[config.mk]
export PLATFORM = sky130hd
export DESIGN_NAME = con_seq
export DESIGN_NICKNAME = d
export VERILOG_FILES = /design/src/rtl/con_pkg.sv /design/src/rtl/con_cnt.sv /design/src/rtl/con_seq.sv
export SDC_FILE = /design/constraint.sdc
export NUM_CORES = 1
export LEC_CHECK = 0
export CORE_MARGIN = 2
export CORE_UTILIZATION = 40
export DETAILED_ROUTE_END_ITERATION = 10
export GPL_TIMING_DRIVEN = 1
export PLACE_DENSITY = 0.76
export SYNTH_ARGS = -nofsm -noshare
export SYNTH_HDL_FRONTEND = slang
export SYNTH_HIERARCHICAL = 1
export SYNTH_SLANG_ARGS = --single-unit
[constraint.sdc]
create_clock -name clk -period 2.6 [get_ports clk]
set_input_delay 0.52 -clock clk [delete_from_list [all_inputs] [get_ports clk]]
set_output_delay 0.52 -clock clk [all_outputs]
set_load 0.01 [all_outputs]
[src/rtl/con_pkg.sv]
// Shared definitions for the con_seq control sequencer.
//   opcode_e : instruction opcodes held in ir[IW-1:IW-4]
//   state_e  : sequencer states
//   S_*      : encodings of the memory address-source select s
package con_pkg;

    typedef enum logic [3:0] {
        OP_MOVA  = 4'd0,
        OP_MOVB  = 4'd1,
        OP_MOVC  = 4'd2,
        OP_MOVD  = 4'd3,
        OP_ADD   = 4'd4,
        OP_SUB   = 4'd5,
        OP_JMP   = 4'd6,
        OP_JG    = 4'd7,
        OP_IN    = 4'd8,
        OP_OUT   = 4'd9,
        OP_MOVI  = 4'd10,
        OP_HALT  = 4'd11,
        OP_NOP12 = 4'd12,
        OP_NOP13 = 4'd13,
        OP_NOP14 = 4'd14,
        OP_NOP15 = 4'd15
    } opcode_e;

    typedef enum logic [2:0] {
        ST_FETCH,
        ST_DECODE,
        ST_EXEC,
        ST_MEM,
        ST_IOWAIT,
        ST_PAUSE,
        ST_HALT
    } state_e;

    localparam logic [1:0] S_PC = 2'b00;
    localparam logic [1:0] S_SR = 2'b01;
    localparam logic [1:0] S_DR = 2'b10;

endpackage

[src/rtl/con_cnt.sv]
// Retired-instruction counter.
//   clk, rst : clock and synchronous active-high reset
//   inc      : advance by one this cycle (wraps at 2^CW-1)
//   q        : current count
module con_cnt #(
    parameter int unsigned CW = 16
) (
    input  logic          clk,
    input  logic          rst,
    input  logic          inc,
    output logic [CW-1:0] q
);

    always_ff @(posedge clk) begin
        if (rst)
            q <= '0;
        else if (inc)
            q <= q + CW'(1);
    end

endmodule

[src/rtl/con_seq.sv]
// Control sequencer for a small accumulator-style datapath.
//   clk, rst            : clock, synchronous active-high reset
//   ram_dout, ram_rdy   : memory read data / access complete
//   in_vld              : input device data valid
//   g                   : greater flag
//   step_mode, step     : single-step enable and step pulse
//   ir                  : latched instruction
//   ir_ld .. mux_s      : datapath strobes
//   reg_sr, reg_dr      : register addresses from ir
//   s                   : address source (PC / reg_sr / reg_dr)
//   au_ac               : ALU opcode (ir top nibble)
//   halted              : sequencer is in HALT
//   instr_cnt           : retired-instruction count
module con_seq
    import con_pkg::*;
#(
    parameter int unsigned IW  = 8,
    parameter int unsigned RAW = 2,
    parameter int unsigned CW  = 16
) (
    input  logic           clk,
    input  logic           rst,
    input  logic [IW-1:0]  ram_dout,
    input  logic           ram_rdy,
    input  logic           in_vld,
    input  logic           g,
    input  logic           step_mode,
    input  logic           step,
    output logic [IW-1:0]  ir,
    output logic           ir_ld,
    output logic           ram_re,
    output logic           ram_wr,
    output logic           pc_ld,
    output logic           pc_inc,
    output logic           reg_we,
    output logic           au_en,
    output logic           gf_en,
    output logic           in_en,
    output logic           out_en,
    output logic           mux_s,
    output logic [RAW-1:0] reg_sr,
    output logic [RAW-1:0] reg_dr,
    output logic [1:0]     s,
    output logic [3:0]     au_ac,
    output logic           halted,
    output logic [CW-1:0]  instr_cnt
);

    state_e        state;
    logic [IW-1:0] ir_q;
    opcode_e       op;
    logic          rdy_ok;
    logic          vld_ok;
    logic          retire;

    assign op     = opcode_e'(ir_q[IW-1:IW-4]);
    assign ir     = ir_q;
    assign au_ac  = ir_q[IW-1:IW-4];
    assign reg_sr = ir_q[RAW-1:0];
    assign reg_dr = ir_q[2*RAW-1:RAW];
    assign halted = (state == ST_HALT);

    // A handshake arriving in a reset cycle is discarded so that an
    // interrupted MEM/IOWAIT/FETCH never emits its completion pulses.
    assign rdy_ok = ram_rdy & ~rst;
    assign vld_ok = in_vld & ~rst;

    always_ff @(posedge clk) begin
        if (rst) begin
            state <= ST_FETCH;
            ir_q  <= '0;
        end else begin
            case (state)
                ST_FETCH: begin
                    if (ram_rdy) begin
                        ir_q  <= ram_dout;
                        state <= ST_DECODE;
                    end
                end
                ST_DECODE: begin
                    case (op)
                        OP_MOVB, OP_MOVC, OP_MOVI: state <= ST_MEM;
                        OP_IN:                     state <= ST_IOWAIT;
                        OP_HALT:                   state <= ST_HALT;
                        default:                   state <= ST_EXEC;
                    endcase
                end
                ST_EXEC:   state <= step_mode ? ST_PAUSE : ST_FETCH;
                ST_MEM:    if (ram_rdy) state <= step_mode ? ST_PAUSE : ST_FETCH;
                ST_IOWAIT: if (in_vld)  state <= step_mode ? ST_PAUSE : ST_FETCH;
                ST_PAUSE:  if (step || !step_mode) state <= ST_FETCH;
                ST_HALT:   state <= ST_HALT;
                default:   state <= ST_FETCH;
            endcase
        end
    end

    always_comb begin
        ir_ld  = 1'b0;
        ram_re = 1'b0;
        ram_wr = 1'b0;
        pc_ld  = 1'b0;
        pc_inc = 1'b0;
        reg_we = 1'b0;
        au_en  = 1'b0;
        gf_en  = 1'b0;
        in_en  = 1'b0;
        out_en = 1'b0;
        mux_s  = 1'b0;
        s      = S_PC;
        retire = 1'b0;
        case (state)
            ST_FETCH: begin
                ram_re = 1'b1;
                ir_ld  = rdy_ok;
                pc_inc = rdy_ok;
            end
            ST_DECODE: retire = (op == OP_HALT) & ~rst;
            ST_EXEC: begin
                retire = ~rst;
                case (op)
                    OP_MOVA: begin reg_we = 1'b1; au_en = 1'b1; mux_s = 1'b1; end
                    OP_MOVD: reg_we = 1'b1;
                    OP_ADD:  begin reg_we = 1'b1; au_en = 1'b1; mux_s = 1'b1; end
                    OP_SUB:  begin reg_we = 1'b1; au_en = 1'b1; mux_s = 1'b1; gf_en = 1'b1; end
                    OP_OUT:  begin au_en = 1'b1; out_en = 1'b1; end
                    OP_JMP:  pc_ld = 1'b1;
                    OP_JG:   pc_ld = g;
                    default: ;
                endcase
            end
            ST_MEM: begin
                retire = rdy_ok;
                case (op)
                    OP_MOVB: begin ram_wr = 1'b1; s = S_DR; au_en = 1'b1; end
                    OP_MOVC: begin
                        ram_re = 1'b1;
                        s      = S_SR;
                        reg_we = rdy_ok;
                        mux_s  = rdy_ok;
                    end
                    OP_MOVI: begin
                        ram_re = 1'b1;
                        reg_we = rdy_ok;
                        mux_s  = rdy_ok;
                        pc_inc = rdy_ok;
                    end
                    default: ;
                endcase
            end
            ST_IOWAIT: begin
                in_en  = 1'b1;
                reg_we = vld_ok;
                mux_s  = vld_ok;
                retire = vld_ok;
            end
            default: ;
        endcase
    end

    con_cnt #(.CW(CW)) u_cnt (
        .clk (clk),
        .rst (rst),
        .inc (retire),
        .q   (instr_cnt)
    );

endmodule

======== Yosys cells after proc, flatten, opt, wreduce, memory -nomap -nowiden ========
Cells that the tools add are included.
operators by class
  muxes and demuxes ....................... 31
  reduce and logical (&&, ||, !) cells .... 11
  add/sub/neg operators ................... 1
  equality and inequality tests ........... 21
  bitwise logic cells ..................... 4
operator list
  operator                                              count
  case mux 3 bit (7 select lines)                       1
  adder 16 x 1 -> 16 bit (second input constant)        1
  equality test 4 x 3 -> 1 bit (second input constant)  4
  equality test 4 bit (second input constant)           4
  two-way mux 1 bit                                     15
  two-way mux 3 bit                                     5
  equality test 3 bit (second input constant)           3
  case mux 3 bit (3 select lines)                       1
  equality test 4 x 2 -> 1 bit (second input constant)  2
  inequality test 2 bit (second input constant)         4
  case mux 1 bit (2 select lines)                       4
  OR reduction 4 bit                                    2
  equality test 3 x 2 -> 1 bit (second input constant)  2
  case mux 1 bit (3 select lines)                       2
  OR reduction 3 bit                                    2
  equality test 4 x 1 -> 1 bit (second input constant)  1
  logical NOT 4 bit                                     1
  case mux 1 bit (4 select lines)                       1
  case mux 2 bit (2 select lines)                       1
  AND reduction 4 bit                                   1
  bitwise AND 1 bit                                     3
  equality test 3 x 1 -> 1 bit (second input constant)  1
  logical NOT 3 bit                                     1
  two-way mux 2 bit                                     1
  other kinds (5)                                       5
storage, ports and cells
  input bits .............................. 15
  logic and storage cells ................. 71
  bits in registers ....................... 27

======== Logic depth before layout (Yosys ltp) ========
  depth in word-level cells ............... 4
  gate-level depth with buffers ........... 9

======== Cells and area by module ========
The synthesis kept the hierarchy.
by module, submodules not included
  module   area each (um2)  cells each  instances  seq. area each (um2)
  con_seq  864.6            121         1          220.2
  con_cnt  757.0            83          1          320.3

======== Least setup slack after synthesis ========
No wires, ideal clock.
  kind .................................... register to register
  from .................................... register state[1]
  to ...................................... register u_cnt.q[13]
  setup slack ............................. 0.157 ns
  data arrival time ....................... 2.373 ns
  buffers on the path ..................... 2
  cell stages (with the launch flop) ...... 10
  library setup time ...................... 0.070 ns
  cells stage by stage .................... dfxtp_1 -> buf_2 -> buf_2 -> nor3_1 -> nand4_1 -> a31oi_1 -> nand4_4 -> nor4_4 -> or3b_1 -> a21oi_1
between the ends
  longest elaborated chain between the ends .. 2
  elaborated cells on any way between the ends .. 5
  those cells by class .................... eq/ne: 4; mux: 1
RTL lines
  what                                               RTL line        text
  from (decl)                                        con_seq.sv:49   state_e state;
  from (signal assigned)                             con_seq.sv:88   ST_EXEC: state <= step_mode ? ST_PAUSE : ST_FETCH;
  from (signal assigned)                             con_seq.sv:89   ST_MEM: if (ram_rdy) state <= step_mode ? ST_PAUSE : ST_FETCH;
  from (signal assigned)                             con_seq.sv:90   ST_IOWAIT: if (in_vld) state <= step_mode ? ST_PAUSE : ST_FETCH;
  equality test 3 bit, or another cell as far along  con_seq.sv:112  case (state)
  case mux 1 bit (4 select lines) (*)                con_seq.sv:112
  via retire                                         con_seq.sv:54   logic retire;
  to (signal assigned)                               con_cnt.sv:18   q <= q + CW'(1);
  to (decl)                                          con_cnt.sv:11   output logic [CW-1:0] q
The timed path passes the listed nets; every way through them passes the cells marked *.
A chain may end at the register's enable or synchronous reset.

======== Final worst setup path ========
  from .................................... input port ram_rdy
  to ...................................... output port reg_we
between the ends
  longest elaborated chain between the ends .. 3
RTL lines
  what                             RTL line        text
  from (decl)                      con_seq.sv:24   input logic ram_rdy,
  bitwise AND 1 bit                con_seq.sv:65   assign rdy_ok = ram_rdy & ~rst;
  two-way mux 1 bit                con_seq.sv:134  case (op)
  case mux 1 bit (3 select lines)  con_seq.sv:112
  to (decl)                        con_seq.sv:35   output logic reg_we,
Every way passes these cells.

==> metrics.md <==
| Metric | Value |
|---|---|
| Status | `finished clean` |
| Die Y-Extent | `67.67 µm` |
| Synth cell types | `50` |
| WL/cell | `12.89 µm` |
| Cell count after synthesis | `approximately 200` |
| Crit path largest cell delay | `between 500 and 600 ps` |
| Clock Tree Root | `clkbuf_8` |
| Primary FF master, synth | `dfxtp_1` |
| RSZ-0062 raised after global routing | `false` |
| Worst hold-check path type | `reg -> reg` |
| FF/Latch Area | `around 540 µm²` |
| IO Pins | `61` |
| Slew headroom | `72.08%` |
| Final hold viol count | `0` |
| Area grow syn2layout | `42.59%` |
| Most frequent cells in the layout | `clkdlybuf4s50_1 (60), nand2_1 (27), dfxtp_1 (25)` |
| Fin crit share | `a little over nine tenths` |
| Final setup viols | `0` |
| Ant. Diodes | `0` |
| R2r endpoint | `u_cnt/q[12]$_SDFFE_PP0P_` |
| Clk Latency, worst-skew pair | `~270 ps` |
| Detail Route Antenna Nets | `0` |
| Post-Route WL | `4010 µm` |
| Worst-path cell chain | `clkdlybuf4s50_1, nand4_1, a21oi_2, a21o_1, clkdlybuf4s50_1` |
| Reg clk slew, reported paths | `90 ps` |
| Area occupied by multi-input gates | `939.7 µm²` |
| Deepest clock path buffer count | `2` |
| Hold_sp | `ir[2]$_SDFFE_PP0P_` |
| WS Path Type | `in -> out` |
| Remaining global-route overflow | `0` |
| Initial antenna violation count | `0` |
| Final Cell Area | `2312 µm²` |
| Core area | `3943 µm²` |
| CTS Sinks | `27` |
| Num CTS Buffers | `3` |
| H-tree depth | `1` |
| Hold Crit Depth | `2` |
| Yosys warnings | `6` |
| Share of cells above drive strength 1 | `13.03%` |
| Port bufs | `60` |
| Clock Skew | `about 6.6 ps` |
| Starting DRT DRC Count | `111` |
| TNS Setup | `0 ps` |
| Commonest non-fill, non-tap cell in the layout | `clkdlybuf4s50_1` |
| First-pass GRT wire length | `6458 µm` |
| Cell Rows | `23` |
| Fin Hold WS | `477.5 ps` |
| Placed Cells | `307` |
| Vias | `1584` |
| Starting density of the core | `41.13%` |
| Reg2Reg Launch Point | `ir[6]$_SDFFE_PP0P_` |
| Pwr Density | `673.3 nW/µm²` |
| Fmax | `just under 0.4 GHz` |
| Final setup margin | `84.22 ps` |
| First-pass iteration count of the detailed router | `4` |
| Hold worst-path end | `ir[2]$_SDFFE_PP0P_` |
| Highest-delay cell along the critical path | `clkdlybuf4s50_1` |
| Die Area | `4579 µm²` |
| Post-synthesis sequential area ratio | `33.33%` |
| Worst R2R Setup Slack | `300 ps` |
| Detail Placement HPWL | `~2900 µm` |
| Die W | `67.67 µm` |
| Largest net degree at the start of global routing | `31` |
| DRC | `0` |
| Worst-path maximum fanout | `4` |
| Asr flop ratio synth | `0%` |
| Tightest Pin Transition | `408.2 ps` |
| CP most frequent cell | `clkdlybuf4s50_1` |
| Setup crit start kind | `primary input` |
| Min cycle time layout | `around 2500 ps` |
| Worst Path Required | `2080 ps` |
| Worst Setup End Kind | `output pin` |
| Final-stage net count | `about 280` |
| Gr usage total | `a little under a fifth` |
| Number of flops mapped to enable cells by yosys | `0` |
| Max Slew Vio Count | `0` |
| Syn_area_per_cell | `7.949 µm²` |
| Mapped Nets | `220` |
| Crit path DAT | `2000 ps` |
| Leak | `~0.84 nW` |
| Cell Area, Synth | `1622 µm²` |
| RD Place Congestion | `0.7730` |
| Synth Register Bits | `27` |
| Fill cells | `between 300 and 400` |
| Placed cell areas | `around 2200 µm²` |
| Layout Cells excl Fill | `311` |
| Vias in the first global route | `1383` |
| TritonCTS clock tree | `yes` |
| Worst setup startpoint | `ram_rdy` |
| Drt via density | `5.093` |
| Max-Cap Viols | `0` |
| Peak VDD IR | `0.4042 mV` |
| Setup Slack @ Placement | `46.79 ps` |
| Worst r2r path cells | `9` |
sequential cells by signal, indices dropped and copies added (netlist names):
name     count
ir           8
u_cnt/q     16
state        3
power breakdown:
group | internal (mW) | switching (mW) | leakage (nW)
sequential | 0.467 | 0.0907 | 0.220
clock | 0.107 | 0.125 | 0.0255
combinational | 0.406 | 0.361 | 0.598
what timing repair did:
action | CTS | global route
hold buffers | 0 | 0
cloned | 0 | 0
endpoints found under the setup margin | 2 | 5
hold endpoints to repair | 0 | 0
buffers inserted | 0 | 0
resized for setup | 1 | 5
pin swaps | 0 | 0
cell families after synthesis:
group           synth area share [%]
mux                            2.006
buf+inv                        9.644
flops                          33.33
xor+xnor                       6.481
simple gates                   34.03
fa+ha+maj                     0.7715
compound gates                 13.73
worst max path at each step:
stage,cells after the start,to,slack (ps)
after detailed placement,8,u_cnt/q[12]$_SDFFE_PP0P_,50
after global routing,5,reg_we,1
after global placement,5,mux_s,90
final,5,reg_we,80
after CTS,5,reg_we,40
after floorplan,9,u_cnt/q[13]$_SDFFE_PP0P_,160
cells in the mapped netlist, types with 2 or more instances:
cell	instances	area, µm²
inv_1	6	22.52
buf_2	5	25.02
nor2b_1	4	25.02
and2b_1	2	15.01
a21oi_1	17	85.08
mux2_2	2	22.52
buf_6	3	33.78
o21ai_0	3	15.01
nor3_1	7	35.03
nand4_1	3	18.77
nand2_1	27	101.4
nand3_1	5	25.02
nand2b_1	5	31.28
xor2_1	5	43.79
nor4_1	8	50.05
nor2_1	24	90.09
buf_4	8	60.06
clkbuf_1	4	15.01
xnor2_1	7	61.31
nor3_2	2	20.02
dfxtp_1	27	540.5
a21o_1	2	15.01
critical path: cells and delay by family:
family                 cells  cell delay, ps
AO/OA/AOI/OAI              2             300
buffers and inverters      2            1060
AND/OR/NAND/NOR            1             120
final cells by class:
type | instances | share of cell area [%]
Tap cell | 50 | 2.706
Multi-Input combinational cell | 151 | 40.64
Inverter | 6 | 0.9740
Clock inverter | 1 | 0.2164
Sequential cell | 27 | 23.48
Timing Repair Buffer | 73 | 30.19
Clock buffer | 3 | 1.786
per-layer routing:
metal | track usage (%) | part of all wire (%)
met5 | 0 | 0
met1 | 25.46 | 48
met2 | 28.19 | 47
met4 | 7.143 | 1.3
met3 | 2.000 | 3.2
through the flow:
stage | total power [mW] | util, %
finish | 1.557 | 58.65
global route | 1.663 | 58.65
CTS | 1.554 | 58.24
detailed placement | 1.315 | 57.03
global placement | 1.310 | 57.03
floorplan | 1.052 | -
Power figures use the tool's default switching activity.
